===== src/rtl/udp_tx_scheduler.sv =====
// Two-requester round-robin scheduler feeding a UDP transmitter with inter-frame gap control.
// Optional WAIT_TXEN/BUSY watchdog is compiled in when UDP_TX_SCHED_TIMEOUT_EN is defined.
module udp_tx_scheduler #(
  parameter int IFG_CYCLES     = 12,
  parameter int MAX_PAYLOAD    = 1472,
  parameter int TIMEOUT_CYCLES = 4096
) (
  input  logic        clk,
  input  logic        rst,
  input  logic [1:0]  req,
  input  logic [15:0] req_len0,
  input  logic [15:0] req_len1,
  output logic [1:0]  grant,
  output logic [1:0]  done,
  output logic        tx_start,
  output logic [15:0] tx_data_length,
  output logic [15:0] tx_total_length,
  input  logic        tx_txen,
  output logic        busy,
  output logic [15:0] frame_cnt,
  output logic        err_timeout
);

  localparam int GAP_W = (IFG_CYCLES > 1) ? $clog2(IFG_CYCLES) : 1;
  localparam logic [GAP_W-1:0] GAP_LOAD = GAP_W'(IFG_CYCLES - 1);

  typedef enum logic [2:0] {
    S_IDLE      = 3'd0,
    S_START     = 3'd1,
    S_WAIT_TXEN = 3'd2,
    S_BUSY      = 3'd3,
    S_GAP       = 3'd4
  } state_t;

  state_t             state_q, state_d;
  logic               ptr_q, ptr_d;
  logic               served_q, served_d;
  logic [1:0]         grant_q, grant_d;
  logic [1:0]         done_q, done_d;
  logic               tx_start_q, tx_start_d;
  logic [15:0]        data_len_q, data_len_d;
  logic [15:0]        total_len_q, total_len_d;
  logic [GAP_W-1:0]   gap_cnt_q, gap_cnt_d;
  logic [15:0]        frame_cnt_q, frame_cnt_d;

`ifdef UDP_TX_SCHED_TIMEOUT_EN
  localparam int WD_W = $clog2(TIMEOUT_CYCLES + 1);
  localparam logic [WD_W-1:0] WD_LAST = WD_W'(TIMEOUT_CYCLES - 1);
  logic [WD_W-1:0]    wd_q, wd_d;
  logic               err_q, err_d;
`else
  logic               unused_timeout_cfg;
  assign unused_timeout_cfg = ^TIMEOUT_CYCLES;
`endif

  // Round-robin winner: the pointer's requester if asking, otherwise the other one.
  logic        winner;
  logic [15:0] sel_len;
  logic [16:0] len_round;
  logic [15:0] len_final;

  always_comb begin
    winner    = req[ptr_q] ? ptr_q : ~ptr_q;
    sel_len   = winner ? req_len1 : req_len0;
    // 17-bit sum so that 0xFFFD..0xFFFF round up without wrapping to zero.
    len_round = ({1'b0, sel_len} + 17'd3) & ~17'd3;
    if (len_round == 17'd0) begin
      len_final = 16'd4;
    end else if (len_round > 17'(MAX_PAYLOAD)) begin
      len_final = 16'(MAX_PAYLOAD);
    end else begin
      len_final = len_round[15:0];
    end
  end

  always_comb begin
    state_d     = state_q;
    ptr_d       = ptr_q;
    served_d    = served_q;
    grant_d     = 2'b00;
    done_d      = 2'b00;
    tx_start_d  = 1'b0;
    data_len_d  = data_len_q;
    total_len_d = total_len_q;
    gap_cnt_d   = gap_cnt_q;
    frame_cnt_d = frame_cnt_q;
`ifdef UDP_TX_SCHED_TIMEOUT_EN
    wd_d        = wd_q;
    err_d       = err_q;
`endif

    case (state_q)
      S_IDLE: begin
        if (|req) begin
          grant_d     = winner ? 2'b10 : 2'b01;
          served_d    = winner;
          ptr_d       = ~winner;
          data_len_d  = len_final + 16'd8;
          total_len_d = len_final + 16'd28;
          state_d     = S_START;
        end
      end
      S_START: begin
        tx_start_d = 1'b1;
        state_d    = S_WAIT_TXEN;
`ifdef UDP_TX_SCHED_TIMEOUT_EN
        wd_d       = '0;
`endif
      end
      S_WAIT_TXEN: begin
        if (tx_txen) begin
          state_d = S_BUSY;
        end
      end
      S_BUSY: begin
        if (!tx_txen) begin
          state_d   = S_GAP;
          gap_cnt_d = GAP_LOAD;
        end
      end
      S_GAP: begin
        if (gap_cnt_q == '0) begin
          done_d      = served_q ? 2'b10 : 2'b01;
          frame_cnt_d = frame_cnt_q + 16'd1;
          state_d     = S_IDLE;
        end else begin
          gap_cnt_d = gap_cnt_q - 1'b1;
        end
      end
      default: begin
        state_d = S_IDLE;
      end
    endcase

`ifdef UDP_TX_SCHED_TIMEOUT_EN
    // Watchdog overrides the normal WAIT_TXEN/BUSY transitions once it expires.
    if (state_q == S_WAIT_TXEN || state_q == S_BUSY) begin
      if (wd_q == WD_LAST) begin
        state_d   = S_GAP;
        gap_cnt_d = GAP_LOAD;
        err_d     = 1'b1;
      end else begin
        wd_d = wd_q + 1'b1;
      end
    end
`endif
  end

  always_ff @(posedge clk) begin
    if (rst) begin
      state_q     <= S_IDLE;
      ptr_q       <= 1'b0;
      served_q    <= 1'b0;
      grant_q     <= 2'b00;
      done_q      <= 2'b00;
      tx_start_q  <= 1'b0;
      data_len_q  <= 16'd0;
      total_len_q <= 16'd0;
      gap_cnt_q   <= '0;
      frame_cnt_q <= 16'd0;
`ifdef UDP_TX_SCHED_TIMEOUT_EN
      wd_q        <= '0;
      err_q       <= 1'b0;
`endif
    end else begin
      state_q     <= state_d;
      ptr_q       <= ptr_d;
      served_q    <= served_d;
      grant_q     <= grant_d;
      done_q      <= done_d;
      tx_start_q  <= tx_start_d;
      data_len_q  <= data_len_d;
      total_len_q <= total_len_d;
      gap_cnt_q   <= gap_cnt_d;
      frame_cnt_q <= frame_cnt_d;
`ifdef UDP_TX_SCHED_TIMEOUT_EN
      wd_q        <= wd_d;
      err_q       <= err_d;
`endif
    end
  end

  assign grant           = grant_q;
  assign done            = done_q;
  assign tx_start        = tx_start_q;
  assign tx_data_length  = data_len_q;
  assign tx_total_length = total_len_q;
  assign busy            = (state_q != S_IDLE);
  assign frame_cnt       = frame_cnt_q;
`ifdef UDP_TX_SCHED_TIMEOUT_EN
  assign err_timeout     = err_q;
`else
  assign err_timeout     = 1'b0;
`endif

endmodule


===== config.mk =====
export PLATFORM = sky130hd
export DESIGN_NAME = udp_tx_scheduler
export DESIGN_NICKNAME = d
export VERILOG_FILES = /design/src/rtl/udp_tx_scheduler.sv
export SDC_FILE = /design/constraint.sdc
export NUM_CORES = 1
export LEC_CHECK = 0
export CAP_MARGIN = 20
export CORE_MARGIN = 2
export CORE_UTILIZATION = 30
export CTS_CLUSTER_SIZE = 24
export DETAILED_ROUTE_END_ITERATION = 7
export GPL_TIMING_DRIVEN = 0
export HOLD_SLACK_MARGIN = 0.1
export SLEW_MARGIN = 20
export SYNTH_ARGS = -nofsm -noshare
export SYNTH_HDL_FRONTEND = slang
export SYNTH_SLANG_ARGS = --single-unit

===== constraint.sdc =====
create_clock -name clk -period 4.4 [get_ports clk]
set_clock_uncertainty 0.15 [all_clocks]
set_input_delay 0.44 -clock clk [delete_from_list [all_inputs] [get_ports clk]]
set_output_delay 0.44 -clock clk [all_outputs]
set_load 0.1 [all_outputs]

==> results of run 1 <==
-- area by class of cell --
type	instances	area, µm²
multi-input combinational	281	1800
clock inverter	4	72.6
tap	136	170
sequential	58	1160
clock buffer	12	165
timing repair buffer	85	851
buffer	20	111
inverter	12	45.0
fill	1043	5810
-- per-stage QoR --
step | total power [µW] | worst slack, ns | hold slack [ns] | utilization (%) | instances
after floorplan | 937 | 1.04 | 0.266 | - | 371
after global placement | 1070 | 0.184 | 0.286 | 40.6 | 592
after detailed placement | 1070 | 0.178 | 0.294 | 40.6 | 592
after CTS | 1660 | 0.515 | 0.310 | 43.0 | 608
after global routing | 1710 | 0.186 | 0.326 | 43.0 | 608
final | 1630 | 0.445 | 0.305 | 43.0 | 608
-- worst max-delay path: stages --
cell,delay (ns)
clkdlybuf4s50_1,0.47
or2_4,0.28
a21boi_0,0.38
a32oi_1,0.11
or4_4,0.47
o211ai_4,0.27
buf_6,0.19
nor2_2,0.08
inv_1,0.12
ha_1,0.17
nand4_1,0.09
a2111oi_2,0.55
mux2_2,0.39
nand2_1,0.06
-- synthesized netlist by cell type, drive strengths merged, types with 2 or more instances --
cell	number
dfxtp	58
nor2	54
nand2	34
xnor2	14
a211oi	13
xor2	13
a21oi	12
inv	12
and2	11
clkbuf	11
o21ai	11
nand3	10
nor3	10
buf	9
mux2i	9
nand4	9
o211ai	8
or3	7
ha	6
and3	5
nand3b	4
nor4	4
a2111oi	3
mux2	3
nor4b	3
o2111a	3
or2	3
or4	3
a21boi	2
nor3b	2
-- flip-flops by register name (all words and copies together), names as in the netlist --
register / count
frame_cnt: 16
tx_data_length: 14
tx_total_length: 14
gap_cnt_q: 4
state_q: 3
done: 2
grant: 2
ptr_q: 1
served_q: 1
tx_start: 1
-- logic make-up after synthesis --
family / after synthesis / share of synthesized area, %
adders and majority gates: 6 / 2.42
and+or+nand+nor: 163 / 26.7
DFF: 58 / 37.4
other: 1 / 0.121
buffers and inverters: 32 / 5.04
muxes: 12 / 3.99
xor gates and xnor gates: 27 / 7.62
AOI/OAI and AO/OA: 68 / 16.7
-- power groups by stage --
stage               clock, µW  sequential, µW  combinational [µW]
detailed placement          0             585                 489
global route              617             577                 520
CTS                       592             574                 490
finish                    571             574                 489
floorplan                   0             749                 188
global placement            0             584                 485
-- per-layer routing --
layer	global-route usage [%]	vias to the layer above
met5	0	-
met4	4.32	0
met3	4.70	6
met2	25.8	73
met1	19.6	1350
li1	-	1502
-- worst max path at each step --
| stage | cells after the start | slack [ns] | start | endpoint |
|---|---|---|---|---|
| 2_1_floorplan | 14 | 1.04 | req[0] | tx_total_length[9] |
| 3_3_place_gp | 14 | 0.18 | req[0] | tx_total_length[9] |
| 3_5_place_dp | 14 | 0.18 | req[0] | tx_total_length[9] |
| 4_1_cts | 14 | 0.52 | req[0] | tx_total_length[9] |
| 5_1_grt | 14 | 0.19 | req[0] | tx_total_length[9] |
| 6_report | 14 | 0.45 | req[0] | tx_total_length[9] |
==> impl_metrics.yaml, run 1 <==
status:
  status: "complete, no violations"
placement:
  gp_congestion: 0.832
  postPlaceCellArea_um2: 4140
  dpl.hpwl_mm: 6.32
  numPortBuffers: 85
finish:
  final_common_cell: "clkdlybuf4s50_1"
  design_area_um2: 4380
  final_layout_size_suffix_gt1_share_pct: 9.11
  fin_nets: 510
  syn2layout_area_growth_pct: 41.0
  diodes: 0
  layout_common_cells: "85 x clkdlybuf4s50_1, 58 x dfxtp_1, 51 x nor2_1"
clocking:
  hold_buffers: 0
  clk_latency_ns: 0.33
  path_clk_slew_ns: 0.07
  cts-root-buf: "clkbuf_8"
  cts_buffer_depth: 2
  htreeDepth: 3
  clock-sinks: 58
  cts_tree: "done"
  cts_setup_buffers: 0
  cts_resized: 0
  cts-buffers-inserted: 9
synthesis:
  synth_edf_count: 0
  syn_area_per_cell_um2: 8.45
  yosysWarnings: 0
  netlist_instances: 367
  async_flop_share_pct: 0
  syn_area_um2: 3100
  synth.area.top_cells: "dfxtp_1 37%, nor2_1 6.2%, nand2_1 4.0%"
  synth_cell_types: 64
  yosysTopAreaCell: "dfxtp_1"
  ys_dominant_reg_cell: "dfxtp_1"
  seq_area_frac_synth_pct: 37.4
  yosysTopAreaCellShare_pct: 37.4
  synth_seq_cells: 58
critical_path:
  ff2ff_setup_slack_ns: 0.71
  required_ns: 4.52
  rr_startpoint: "ptr_q"
  timing.rr.end: "tx_total_length[9]"
  arrival_ns: 4.08
  path_class: "in -> reg"
  path_max_fanout: 10
  crit_path_start_kind: "input pin"
  end_kind: "register"
  r2r_cells: 13
power_and_ir_drop:
  powerDensity_nw_per_um2: 373
  power.switching_uw: 574
  seq_power_share_pct: 35.1
  intPower_uw: 1060
  pwr-share-clk_pct: 35.0
  p_leak_uw: 0.00156
  p_comb_share_pct: 29.9
  irDropWorstVdd_mv: 0.165
  p_sw_share_pct: 35.1
sta:
  slew_violations: 0
  timing_hold_violations_final: 0
  period_share_pct: 89.9
  rsz0062_at_grt: "no"
  final-setup-viol-count: 0
  finalCriticalPeriod_ns: 3.95
  tns_ns: 0
  worst_pin_slew_ns: 1.00
  fmax_ghz: 0.253
  slew_headroom_pct: 32.8
drt:
  wl_met3_um: 428
  drt-total-wl_mm: 8.20
  routedWlPerCell_um: 13.5
  m1WireLength_mm: 3.83
  via_count: 2931
  drt_first_pass_iters: 4
  dr.max_layer_used: "met4"
  vias_per_cell: 4.82
  antenna_left: 0
  drc: 0
  drtIter0Drc: 108
  dr_wl_met2_mm: 3.87
floorplan:
  num_io_pins: 92
  placeableCoreArea_um2: 10200
  initial_core_util_pct: 30.5
  rows: 37
  die_h_um: 106
  die_area_um2: 11200
  die_w_um: 106
grt:
  grt_pass1_vias: 2964
  grt_remaining_overflow: 0
  grt_use_total_pct: 15.6
  grt_first_pass_wirelength_mm: 14.2
  grt_max_degree: 11
  antenna_found_initial: 0
worst_hold_path:
  holdPathStages: 2
  worstHoldStart: "tx_data_length[8]"
  holdPathEnd: "tx_data_length[8]"
  hold_class: "reg -> reg"
run:
  drv_cap: 0
Power figures use the tool's default switching activity.
==> inputs of run 2 (changes only) <==
--- a/config.mk
+++ b/config.mk
@@ -5,8 +5,7 @@
 export SDC_FILE = /design/constraint.sdc
 export NUM_CORES = 1
 export LEC_CHECK = 0
-export CAP_MARGIN = 20
-export CORE_MARGIN = 2
+export CORE_MARGIN = 3
 export CORE_UTILIZATION = 30
 export CTS_CLUSTER_SIZE = 24
 export DETAILED_ROUTE_END_ITERATION = 7
==> impl_metrics.yaml, run 2 (synthesis results as in run 1) <==
grt:
  grt_pass1_vias: 2882
  grtUsageMet3_pct: 4.44
  antenna_found_initial: 0
  grt_max_degree: 12
  grt_remaining_overflow: 0
  grt_first_pass_wirelength_mm: 14.0
  busiest_layer: "met2"
  grt_util_met1_pct: 19.9
  grt_use_total_pct: 15.1
  grtUsageMet2_pct: 23.7
sta:
  rsz0062_at_grt: "no"
  worst_pin_slew_ns: 1.00
  final-setup-viol-count: 0
  tns_ns: 0
  period_share_pct: 89.3
  slew_violations: 0
  fmax_ghz: 0.255
  slew_headroom_pct: 32.9
  finalCriticalPeriod_ns: 3.93
  timing_hold_violations_final: 0
status:
  status: "complete, no violations"
finish:
  syn2layout_area_growth_pct: 39.6
  layout.cells.non_filler: 605
  diodes: 0
  fin_nets: 510
  ff_latch_area_um2: 1160
  final_layout_size_suffix_gt1_share_pct: 8.90
  layout_common_cells: "85 x clkdlybuf4s50_1, 58 x dfxtp_1, 51 x nor2_1"
  final_common_cell: "clkdlybuf4s50_1"
  largest_register_ffs: 16
  fill_cells: 991
  multi_input_area_um2: 1800
floorplan:
  die_area_um2: 11600
  placeableCoreArea_um2: 9910
  die_w_um: 108
  initial_core_util_pct: 31.3
  die_h_um: 108
  num_io_pins: 92
  rows: 36
clocking:
  hold_buffers: 0
  cts-root-buf: "clkbuf_8"
  cts_resized: 0
  cts_buffer_depth: 2
  clock-sinks: 58
  path_clk_slew_ns: 0.07
  htreeDepth: 3
  clk_latency_ns: 0.33
  cts_tree: "done"
  cts_setup_buffers: 0
  cts-buffers-inserted: 9
critical_path:
  timing.rr.end: "tx_total_length[9]"
  ff2ff_setup_slack_ns: 0.71
  path_class: "in -> reg"
  required_ns: 4.52
  r2r_cells: 13
  crit_path_top_delay_cell: "a2111oi_2"
  cp_top_family: "compound AO/OA/AOI/OAI gates"
  path_cells: "clkdlybuf4s50_1 > or2_4 > a21boi_0 > a32oi_1 > or4_4 > o211ai_4 > buf_6 > nor2_2 > inv_1 > ha_1 > nand4_1 > a2111oi_2 > mux2_2 > nand2_1"
  slowest_delay_ns: 0.54
  crit_path_start_kind: "input pin"
  crit_buf_inv: 3
  arrival_ns: 4.05
  end_kind: "register"
  path_max_fanout: 10
  rr_startpoint: "ptr_q"
placement:
  numPortBuffers: 85
  gp_congestion: 0.921
  dpl.hpwl_mm: 6.52
  dp.cells: 589
power_and_ir_drop:
  p_leak_uw: 0.00153
  p_comb_share_pct: 31.8
  pwr-share-clk_pct: 31.0
  p_sw_share_pct: 37.9
  irDropWorstVdd_mv: 0.228
  intPower_uw: 958
  seq_power_share_pct: 37.2
  total_power_uw: 1540
  power.switching_uw: 584
  powerDensity_nw_per_um2: 356
drt:
  drt_first_pass_iters: 4
  routedWlPerCell_um: 13.7
  via_count: 2931
  drc: 0
  vias_per_cell: 4.84
  drtIter0Drc: 181
  drt-total-wl_mm: 8.26
  antenna_left: 0
worst_hold_path:
  holdPathEnd: "tx_data_length[8]"
  hold_class: "reg -> reg"
  worstHoldStart: "tx_data_length[8]"
  holdPathStages: 2
run:
  drv_cap: 0
[run 2: cell types whose count changed in the layout (fill, tap and decap cells not counted), sizes merged]
cell / delta
clkinv: +2
clkinvlp: +1
clkbuf: -2
bufinv: -1
[run 2: tightest hold or removal path, stage by stage, from the launching register on]
cell and delay, ns:
dfxtp_1 0.31, nand2_1 0.05, nand2_1 0.04
[run 2: final cells by class]
class / instances / area share (%)
plain buffers: 20 / 2.57
clock buffers: 10 / 2.95
clock inverters: 6 / 1.56
inverters: 12 / 1.04
multi-input cells: 281 / 41.6
flip-flops and latches: 58 / 26.8
well taps: 133 / 3.84
repair buffers: 85 / 19.6
[run 2: how the worst max path moves through the flow]
stage,start,endpoint,slack [ns],cells after the start
after floorplan,req[0],tx_total_length[9],1.04,14
after global placement,req[0],tx_total_length[9],0.18,14
after detailed placement,req[0],tx_total_length[9],0.18,14
after CTS,req[0],tx_total_length[9],0.50,14
after global routing,req[0],tx_total_length[9],0.27,14
final,req[0],tx_total_length[9],0.47,14
[run 2: stage by stage]
stage / setup WS [ns] / hold WS (ns) / instance area [µm²] / util, %
after floorplan: 1.04 / 0.266 / 3120 / -
after global placement: 0.185 / 0.287 / 4140 / 41.7
after detailed placement: 0.181 / 0.294 / 4140 / 41.7
after CTS: 0.503 / 0.303 / 4330 / 43.7
after global routing: 0.268 / 0.330 / 4330 / 43.7
final: 0.473 / 0.297 / 4330 / 43.7
[run 2: power by group through the flow]
stage,sequential (µW),clock (µW),combinational [µW]
global placement,584,0,487
global route,576,520,524
detailed placement,584,0,490
floorplan,749,0,188
finish,573,479,490
CTS,573,495,492
[run 2: metal layers]
| layer | routed length [µm] | vias up | share of wire (%) |
|---|---|---|---|
| met3 | 482 | 14 | 5.8 |
| met2 | 3780 | 87 | 46 |
| li1 | - | 1503 | - |
| met1 | 3860 | 1327 | 47 |
| met4 | 137 | 0 | 1.7 |
| met5 | 0 | - | 0 |
